$ cat config.mk
export PLATFORM = sky130hd
export DESIGN_NAME = bp_be_fe_queue_sink
export DESIGN_NICKNAME = d
export VERILOG_FILES = /design/src/rtl/bp_be_fe_queue_sink_pkg.sv /design/src/rtl/bp_be_fe_cmd_fifo.sv /design/src/rtl/bp_be_fe_queue_sink.sv
export SDC_FILE = /design/constraint.sdc
export NUM_CORES = 1
export LEC_CHECK = 0
export ABC_AREA = 1
export BUFFER_PORTS_ARGS = -buffer_cell sky130_fd_sc_hd__buf_2
export CAP_MARGIN = 20
export CORE_ASPECT_RATIO = 2
export CORE_MARGIN = 5
export CORE_UTILIZATION = 39
export CTS_BUF_LIST = sky130_fd_sc_hd__clkbuf_4 sky130_fd_sc_hd__clkbuf_8 sky130_fd_sc_hd__clkbuf_16
export CTS_CLUSTER_SIZE = 28
export DETAILED_ROUTE_END_ITERATION = 7
export SYNTH_ARGS = -nofsm -noshare
export SYNTH_HDL_FRONTEND = slang
export SYNTH_SLANG_ARGS = --single-unit
$ cat constraint.sdc
create_clock -name clk_i -period 16.2 [get_ports clk_i]
set_clock_uncertainty 0.05 [all_clocks]
set_input_delay 1.62 -clock clk_i [delete_from_list [all_inputs] [get_ports clk_i]]
set_output_delay 1.62 -clock clk_i [all_outputs]
set_load 0.005 [all_outputs]
$ cat src/rtl/bp_be_fe_queue_sink_pkg.sv
// Shared defaults and elaboration helpers for the BE-side FE queue sink.
package bp_be_fe_queue_sink_pkg;

  localparam int unsigned fe_queue_width_dp = 128;
  localparam int unsigned fe_cmd_width_dp   = 128;
  localparam int unsigned queue_els_dp      = 8;
  localparam int unsigned cmd_els_dp        = 2;

  // Depths index with the low pointer bits, so they must be powers of two.
  function automatic bit is_pow2(input int unsigned n);
    return (n >= 2) && ((n & (n - 1)) == 0);
  endfunction

endpackage

$ cat src/rtl/bp_be_fe_cmd_fifo.sv
// Small valid/yumi FIFO carrying BE-generated commands toward the front end.
module bp_be_fe_cmd_fifo
  import bp_be_fe_queue_sink_pkg::*;
#(
  parameter int unsigned width_p = fe_cmd_width_dp,
  parameter int unsigned els_p   = cmd_els_dp
) (
  input  logic               clk_i,
  input  logic               reset_n_i,
  input  logic [width_p-1:0] data_i,
  input  logic               v_i,
  output logic               ready_o,
  output logic [width_p-1:0] data_o,
  output logic               v_o,
  input  logic               yumi_i
);

  localparam int unsigned lg_els_lp = $clog2(els_p);
  localparam int unsigned ptr_w_lp  = lg_els_lp + 1;

  logic [ptr_w_lp-1:0] wptr_r, rptr_r, count;
  logic [width_p-1:0]  mem_r [els_p];
  logic                push, pop;

  assign count   = wptr_r - rptr_r;
  assign ready_o = (count != ptr_w_lp'(els_p));
  assign v_o     = (count != '0);
  assign data_o  = mem_r[rptr_r[lg_els_lp-1:0]];
  assign push    = v_i & ready_o;
  assign pop     = yumi_i & v_o;

  always_ff @(posedge clk_i or negedge reset_n_i) begin
    if (!reset_n_i) begin
      wptr_r <= '0;
      rptr_r <= '0;
    end else begin
      wptr_r <= wptr_r + ptr_w_lp'(push);
      rptr_r <= rptr_r + ptr_w_lp'(pop);
    end
  end

  // Payload storage carries no reset; validity lives in the pointers.
  always_ff @(posedge clk_i) begin
    if (push) mem_r[wptr_r[lg_els_lp-1:0]] <= data_i;
  end

endmodule

$ cat src/rtl/bp_be_fe_queue_sink.sv
// BE endpoint of the FE/BE interface: speculative FE queue with commit/roll/flush,
// plus a command FIFO back to the front end.
module bp_be_fe_queue_sink
  import bp_be_fe_queue_sink_pkg::*;
#(
  parameter int unsigned fe_queue_width_p = fe_queue_width_dp,
  parameter int unsigned fe_cmd_width_p   = fe_cmd_width_dp,
  parameter int unsigned queue_els_p      = queue_els_dp,
  parameter int unsigned cmd_els_p        = cmd_els_dp
) (
  input  logic                              clk_i,
  input  logic                              reset_n_i,
  input  logic [fe_queue_width_p-1:0]       fe_queue_i,
  input  logic                              fe_queue_v_i,
  output logic                              fe_queue_ready_o,
  output logic [fe_queue_width_p-1:0]       issue_pkt_o,
  output logic                              issue_v_o,
  input  logic                              issue_yumi_i,
  input  logic                              commit_i,
  input  logic                              roll_i,
  input  logic                              clr_i,
  output logic [$clog2(queue_els_p):0]      occupancy_o,
  input  logic [fe_cmd_width_p-1:0]         cmd_i,
  input  logic                              cmd_v_i,
  output logic                              cmd_ready_o,
  output logic [fe_cmd_width_p-1:0]         fe_cmd_o,
  output logic                              fe_cmd_v_o,
  input  logic                              fe_cmd_yumi_i
);

  localparam int unsigned lg_els_lp = $clog2(queue_els_p);
  localparam int unsigned ptr_w_lp  = lg_els_lp + 1;

  logic [ptr_w_lp-1:0]         wptr_r, rptr_r, cptr_r;
  logic [ptr_w_lp-1:0]         wptr_n, rptr_n, cptr_n;
  logic [ptr_w_lp-1:0]         occ;
  logic [fe_queue_width_p-1:0] mem_r [queue_els_p];
  logic                        enq;

  // Outputs depend only on registered pointers.
  assign occ              = wptr_r - cptr_r;
  assign occupancy_o      = occ;
  assign fe_queue_ready_o = (occ != ptr_w_lp'(queue_els_p));
  assign issue_v_o        = (rptr_r != wptr_r);
  assign issue_pkt_o      = mem_r[rptr_r[lg_els_lp-1:0]];
  assign enq              = fe_queue_v_i & fe_queue_ready_o;

  // Flush beats commit/roll/yumi; a beat accepted alongside a flush is skipped over.
  always_comb begin
    wptr_n = wptr_r + ptr_w_lp'(enq);
    rptr_n = rptr_r;
    cptr_n = cptr_r;
    if (clr_i) begin
      rptr_n = wptr_n;
      cptr_n = wptr_n;
    end else begin
      if (commit_i && (cptr_r != rptr_r)) cptr_n = cptr_r + ptr_w_lp'(1);
      if (roll_i) rptr_n = cptr_n;
      else if (issue_yumi_i && issue_v_o) rptr_n = rptr_r + ptr_w_lp'(1);
    end
  end

  always_ff @(posedge clk_i or negedge reset_n_i) begin
    if (!reset_n_i) begin
      wptr_r <= '0;
      rptr_r <= '0;
      cptr_r <= '0;
    end else begin
      wptr_r <= wptr_n;
      rptr_r <= rptr_n;
      cptr_r <= cptr_n;
    end
  end

  always_ff @(posedge clk_i) begin
    if (enq) mem_r[wptr_r[lg_els_lp-1:0]] <= fe_queue_i;
  end

  // Command path is independent of clr_i so redirects survive the flush they cause.
  bp_be_fe_cmd_fifo #(
    .width_p (fe_cmd_width_p),
    .els_p   (cmd_els_p)
  ) cmd_fifo (
    .clk_i     (clk_i),
    .reset_n_i (reset_n_i),
    .data_i    (cmd_i),
    .v_i       (cmd_v_i),
    .ready_o   (cmd_ready_o),
    .data_o    (fe_cmd_o),
    .v_o       (fe_cmd_v_o),
    .yumi_i    (fe_cmd_yumi_i)
  );

  if (!is_pow2(queue_els_p)) begin : g_bad_queue_els
    $error("queue_els_p must be a power of 2 and at least 2");
  end
  if (!is_pow2(cmd_els_p)) begin : g_bad_cmd_els
    $error("cmd_els_p must be a power of 2 and at least 2");
  end

  a_cmd_yumi_has_v: assert property (
    @(posedge clk_i) disable iff (!reset_n_i) fe_cmd_yumi_i |-> fe_cmd_v_o
  );

endmodule

Yosys cells after proc, flatten, opt, wreduce, memory -nomap -nowiden
Memory sizes are Yosys's and may differ from the RTL's.
Index checks and enable logic that the tools add are counted.

operators by class
  $add $sub $neg = 7
  equality and inequality tests = 4
  muxes and demuxes = 9
  bitwise gates (word level) = 3
  reductions and logical operators = 4

operators with widths
  cell                                         number
  2-to-1 mux 4 bit                             5
  adder 4 x 1 -> 4 bit, second input constant  2
  != test 4 bit                                2
  adder 2 x 1 -> 2 bit                         2
  adder 4 x 1 -> 4 bit                         1
  2-to-1 mux 1 bit                             4
  != test 4 bit, second input constant         1
  subtractor 4 bit                             1
  bitwise AND 1 bit                            3
  nonzero test 3 bit                           1
  logical AND 1 bit                            2
  != test 2 bit, second input constant         1
  nonzero test 2 bit                           1
  subtractor 2 bit                             1

word-level totals
  register bits = 16
  RAM bits = 1280
  input port bits = 265
  output and inout port bits = 264
  logic and storage cells = 34
  memories kept = 2

memories
  memory          words  bits a word  read ports  clocked after memory_dff  write ports  line                       RTL
  mem_r           8      128          1           0                         1            bp_be_fe_queue_sink.sv:37  logic [fe_queue_width_p-1:0] mem_r [queue_els_p];
  cmd_fifo.mem_r  2      128          1           0                         1            bp_be_fe_cmd_fifo.sv:22    logic [width_p-1:0] mem_r [els_p];

Depth between registers and ports, before layout
  depth in word-level cells = 5
  mapped depth = 16
  depth with buffers taken out = 16

By module
From an unflattened synthesis, not the netlist that was laid out.

unflattened totals
  cell total of the unflattened synthesis = 3735
  area total of the unflattened synthesis = 49924.1 um^2

modules (own cells, without submodules)
  module               times used  cells an instance  area each (um^2)  sequential area each (um^2)
  bp_be_fe_queue_sink  1           3038               40393.7           31049.8
  bp_be_fe_cmd_fifo    1           697                9530.4            7787.5

Worst setup path after synthesis
OpenSTA, ideal clock, no wires.

  kind = in2reg
  from = in fe_queue_v_i
  to = mem mem_r[6][0] (netlist name), enable pin
  setup time = 0.772 ns
  arrival = 10.434 ns
  data required time = 15.378 ns
  path slack = 4.944 ns
  cell stages on the path = 2
  buffers on the path = 0
  cell sequence = nand2_1 > nor3_1

between the ends
  cells in the longest elaborated chain, start to end = 3

ends and longest elaborated chain
  element                                 line                       RTL
  start, declared                         bp_be_fe_queue_sink.sv:14  input logic fe_queue_v_i,
  bitwise AND 1 bit                       bp_be_fe_queue_sink.sv:46  assign enq = fe_queue_v_i & fe_queue_ready_o;
  2-to-1 mux 1 bit                        bp_be_fe_queue_sink.sv:76  if (enq) mem_r[wptr_r[lg_els_lp-1:0]] <= fe_queue_i;
  2-to-1 mux 1 bit (not written as such)  bp_be_fe_queue_sink.sv:76
  end, declared                           bp_be_fe_queue_sink.sv:37

Every way passes these cells.

Worst setup path in the final report
  from = reg rptr_r[0]
  to = out issue_pkt_o[28]

between the ends
  cells in the longest elaborated chain, start to end = 1

ends and longest elaborated chain
  element                    line                       RTL
  start, declared            bp_be_fe_queue_sink.sv:34  logic [ptr_w_lp-1:0] wptr_r, rptr_r, cptr_r;
  start signal, assigned     bp_be_fe_queue_sink.sv:70  rptr_r <= rptr_n;
  memory read (8 x 128 bit)  --
  end, declared              bp_be_fe_queue_sink.sv:16  output logic [fe_queue_width_p-1:0] issue_pkt_o,

Every way passes these cells.

==> results.md <==
* Clock root buffer: clkbuf_16
* I/O Buffers at 528
* Max VDD drop at between 0.1 and 0.15 mV
* Netlist Area Pre-Place at 49700 µm²
* Worst-Skew Late Latency at 0.72 ns
* Die height at ~510 µm
* Hold Vio Cnt, Final at 0
* #FFs+latches synth at 1296
* Pwr Density at 192 nW/µm²
* FF-to-FF Start: wptr_r[0]
* Final min period at 6.45 ns
* Routability cong. at 0.858
* Slew @ Worst Pin at 1.29 ns
* Worst Hold Class: reg -> reg
* I/O pin count at around 530
* # setup viols final at 0
* Resized cells post-CTS at 0
* Fin util at 0.454
* Clock transition at path regs at 0.07 ns
* # rows at 185
* Die footprint at 135000 µm²
* Initial antenna violation count at 32
* RR Endpoint: mem_r[6][104]
* 1st-iter DRT viols at 1996
* Mean routed wirelength per cell at around 22 µm
* R2R Setup Slk at 11.76 ns
* Net count, final at 4198
* Vias at 29800
* Post-synthesis sequential area ratio at 0.782
* Vias in the first global route at 29700
* Setup_tns at 0 ns
* Initial Utilization at 0.392
* Max Fanout on Critical Path at about 130
* Worst hold slack at 0.439 ns
* Post-synthesis cell type count at 26
* Clock buffer count from CTS at 111
* Die Width at between 200 and 300 µm
* Core area at between 100000 and 150000 µm²
* Leak at approximately 20 nW
* Critical path class: reg -> out
* Area delta synth->final at 15.9%
* Syn_nets at 3730
* Gr usage total at 0.178
* Global-route wire length before repair at approximately 190 mm
* H-tree levels at 3
* Crit. End Element: primary output
* Fin crit share at 0.398
* Congestion Overflow GR at 0
* Relative slew slack at 0.139
* Synth warn at 0
* Vias per inst at 5.21
* CTS Buffer Depth at 3
* Outcome: completed
* CP required at roughly 15 ns
* RSZ-0062 raised after global routing: no
* Hold_buf cts at 0
* R2R cell count at 11
* Synthesized area per cell at 14.4 µm²
* TritonCTS clock tree: yes
* Largest net degree at the start of global routing at 213
* Final wirelength at 126 mm
* Critical Path End: issue_pkt_o[28]
* Max frequency at 155 MHz
* Fraction of layout cells with a size suffix above 1 at 0.224
* CTS Sinks at roughly 1300
* Worst EP arrival at 4.78 ns
* Cells after Synth at 3454
* Drt pass-1 iters at 5
* Max Cap Viol at 0
* Post-DRT Antenna Nets at 0
* Residual DRC at 0
* CP startpoint kind: register
* Worst Setup SP: rptr_r[0]
* Hpwl dp at between 70 and 80 mm
* Max-slew violation count at 0
* Setup Fix Bufs, Post-CTS at 0
metal layers:
metal,up-vias,GRT usage,share of wire
met1,14900,0.205,0.39
met2,876,0.329,0.52
met4,38,0.0434,0.018
li1,13700,-,-
met5,-,0,0.0020
met3,214,0.0510,0.070
Yosys cell counts:
| master | n | area [µm²] |
|---|---|---|
| nand2_1 | 50 | 188 |
| edfxtp_1 | 1280 | 38400 |
| xnor2_1 | 3 | 26.3 |
| a21boi_0 | 4 | 30.0 |
| mux2_2 | 128 | 1440 |
| a21oi_1 | 6 | 30.0 |
| o21ai_0 | 414 | 2070 |
| o21ai_1 | 103 | 515 |
| o211ai_1 | 1 | 7.51 |
| inv_1 | 19 | 71.3 |
| nor2_1 | 914 | 3430 |
| fa_1 | 1 | 20.0 |
| dfrtp_1 | 16 | 400 |
| buf_4 | 30 | 225 |
| xor2_1 | 12 | 105 |
| nor3_1 | 3 | 15.0 |
| nand2_2 | 2 | 12.5 |
| clkbuf_1 | 119 | 447 |
| buf_1 | 12 | 45.0 |
| buf_2 | 39 | 195 |
| inv_2 | 3 | 11.3 |
| o22ai_1 | 128 | 801 |
| nand3_1 | 14 | 70.1 |
| ha_1 | 10 | 125 |
| buf_6 | 15 | 169 |
| a31oi_1 | 128 | 801 |
flip-flops by register name, indices dropped and copies added, names as in the netlist:
signal	count
rptr_r	4
mem_r	1024
cptr_r	4
cmd_fifo.mem_r	256
wptr_r	4
cmd_fifo.wptr_r	2
cmd_fifo.rptr_r	2
per-stage QoR:
step / instance area (µm²) / worst slack, ns / cells / total power, W
final: 57600 / 9.75 / 5708 / 0.0110
after global routing: 57600 / 9.34 / 5703 / 0.0117
after CTS: 57600 / 9.44 / 5702 / 0.0112
after detailed placement: 53800 / 10.25 / 5492 / 0.00847
after global placement: 53800 / 10.31 / 5492 / 0.00843
after floorplan: 49700 / 4.94 / 3454 / 0.00700
cells by family after synthesis:
group	after synthesis	share of synthesized area
muxes	128	0.0290
AOI/OAI and AO/OA	784	0.0857
DFF	1296	0.782
adders and majority gates	11	0.00292
and+or+nand+nor	983	0.0748
xor gates and xnor gates	15	0.00264
buffers and inverters	237	0.0234
worst min-delay path by stage:
stage | start | endpoint | slack, ns | cells past startpoint
floorplan | cmd_fifo.rptr_r[1] | cmd_fifo.rptr_r[1] | 0.41 | 1
global placement | cmd_fifo.wptr_r[1] | cmd_fifo.wptr_r[1] | 0.42 | 1
detailed placement | cmd_fifo.wptr_r[1] | cmd_fifo.wptr_r[1] | 0.43 | 1
CTS | cmd_fifo.wptr_r[1] | cmd_fifo.wptr_r[1] | 0.44 | 1
global route | cmd_fifo.wptr_r[1] | cmd_fifo.wptr_r[1] | 0.45 | 1
finish | cmd_fifo.wptr_r[1] | cmd_fifo.wptr_r[1] | 0.44 | 1
final cells by class:
cell class                 count  area, µm²
inverter                      22        105
tap                         1683       2110
clock buffer                 131       2930
clock inverter                79        842
fill                       11200      69200
multi-input combinational   1921       9770
timing repair buffer         570       2980
sequential                  1296      38800
antenna                        6       15.0
placed cells by master (no fill, tap or decap), drive strengths merged:
cell	n
a21boi	4
a21oi	6
a31oi	128
buf	570
bufinv	13
clkbuf	131
clkinv	52
clkinvlp	7
dfrtp	16
diode	6
edfxtp	1280
fa	1
ha	10
inv	29
mux2	128
nand2	52
nand3	14
nor2	914
nor3	3
o211ai	1
o21ai	517
o22ai	128
xnor2	3
xor2	12
worst max-delay path: stages, from the launching register on:
cell and delay (ns):
dfrtp_4 0.71, inv_8 0.59, buf_4 0.72, buf_4 0.89, o21ai_0 0.21, a31oi_1 0.58, buf_2 0.24
power breakdown:
group	leakage (nW)	switching, W	internal, W	total, W
Combinational	5.80	0.00248	0.00120	0.00368
Sequential	11.9	0.000218	0.00442	0.00464
Clock	1.85	0.00120	0.00151	0.00272
Total	19.5	0.00390	0.00713	0.0110
(Power assumes the default switching activity.)
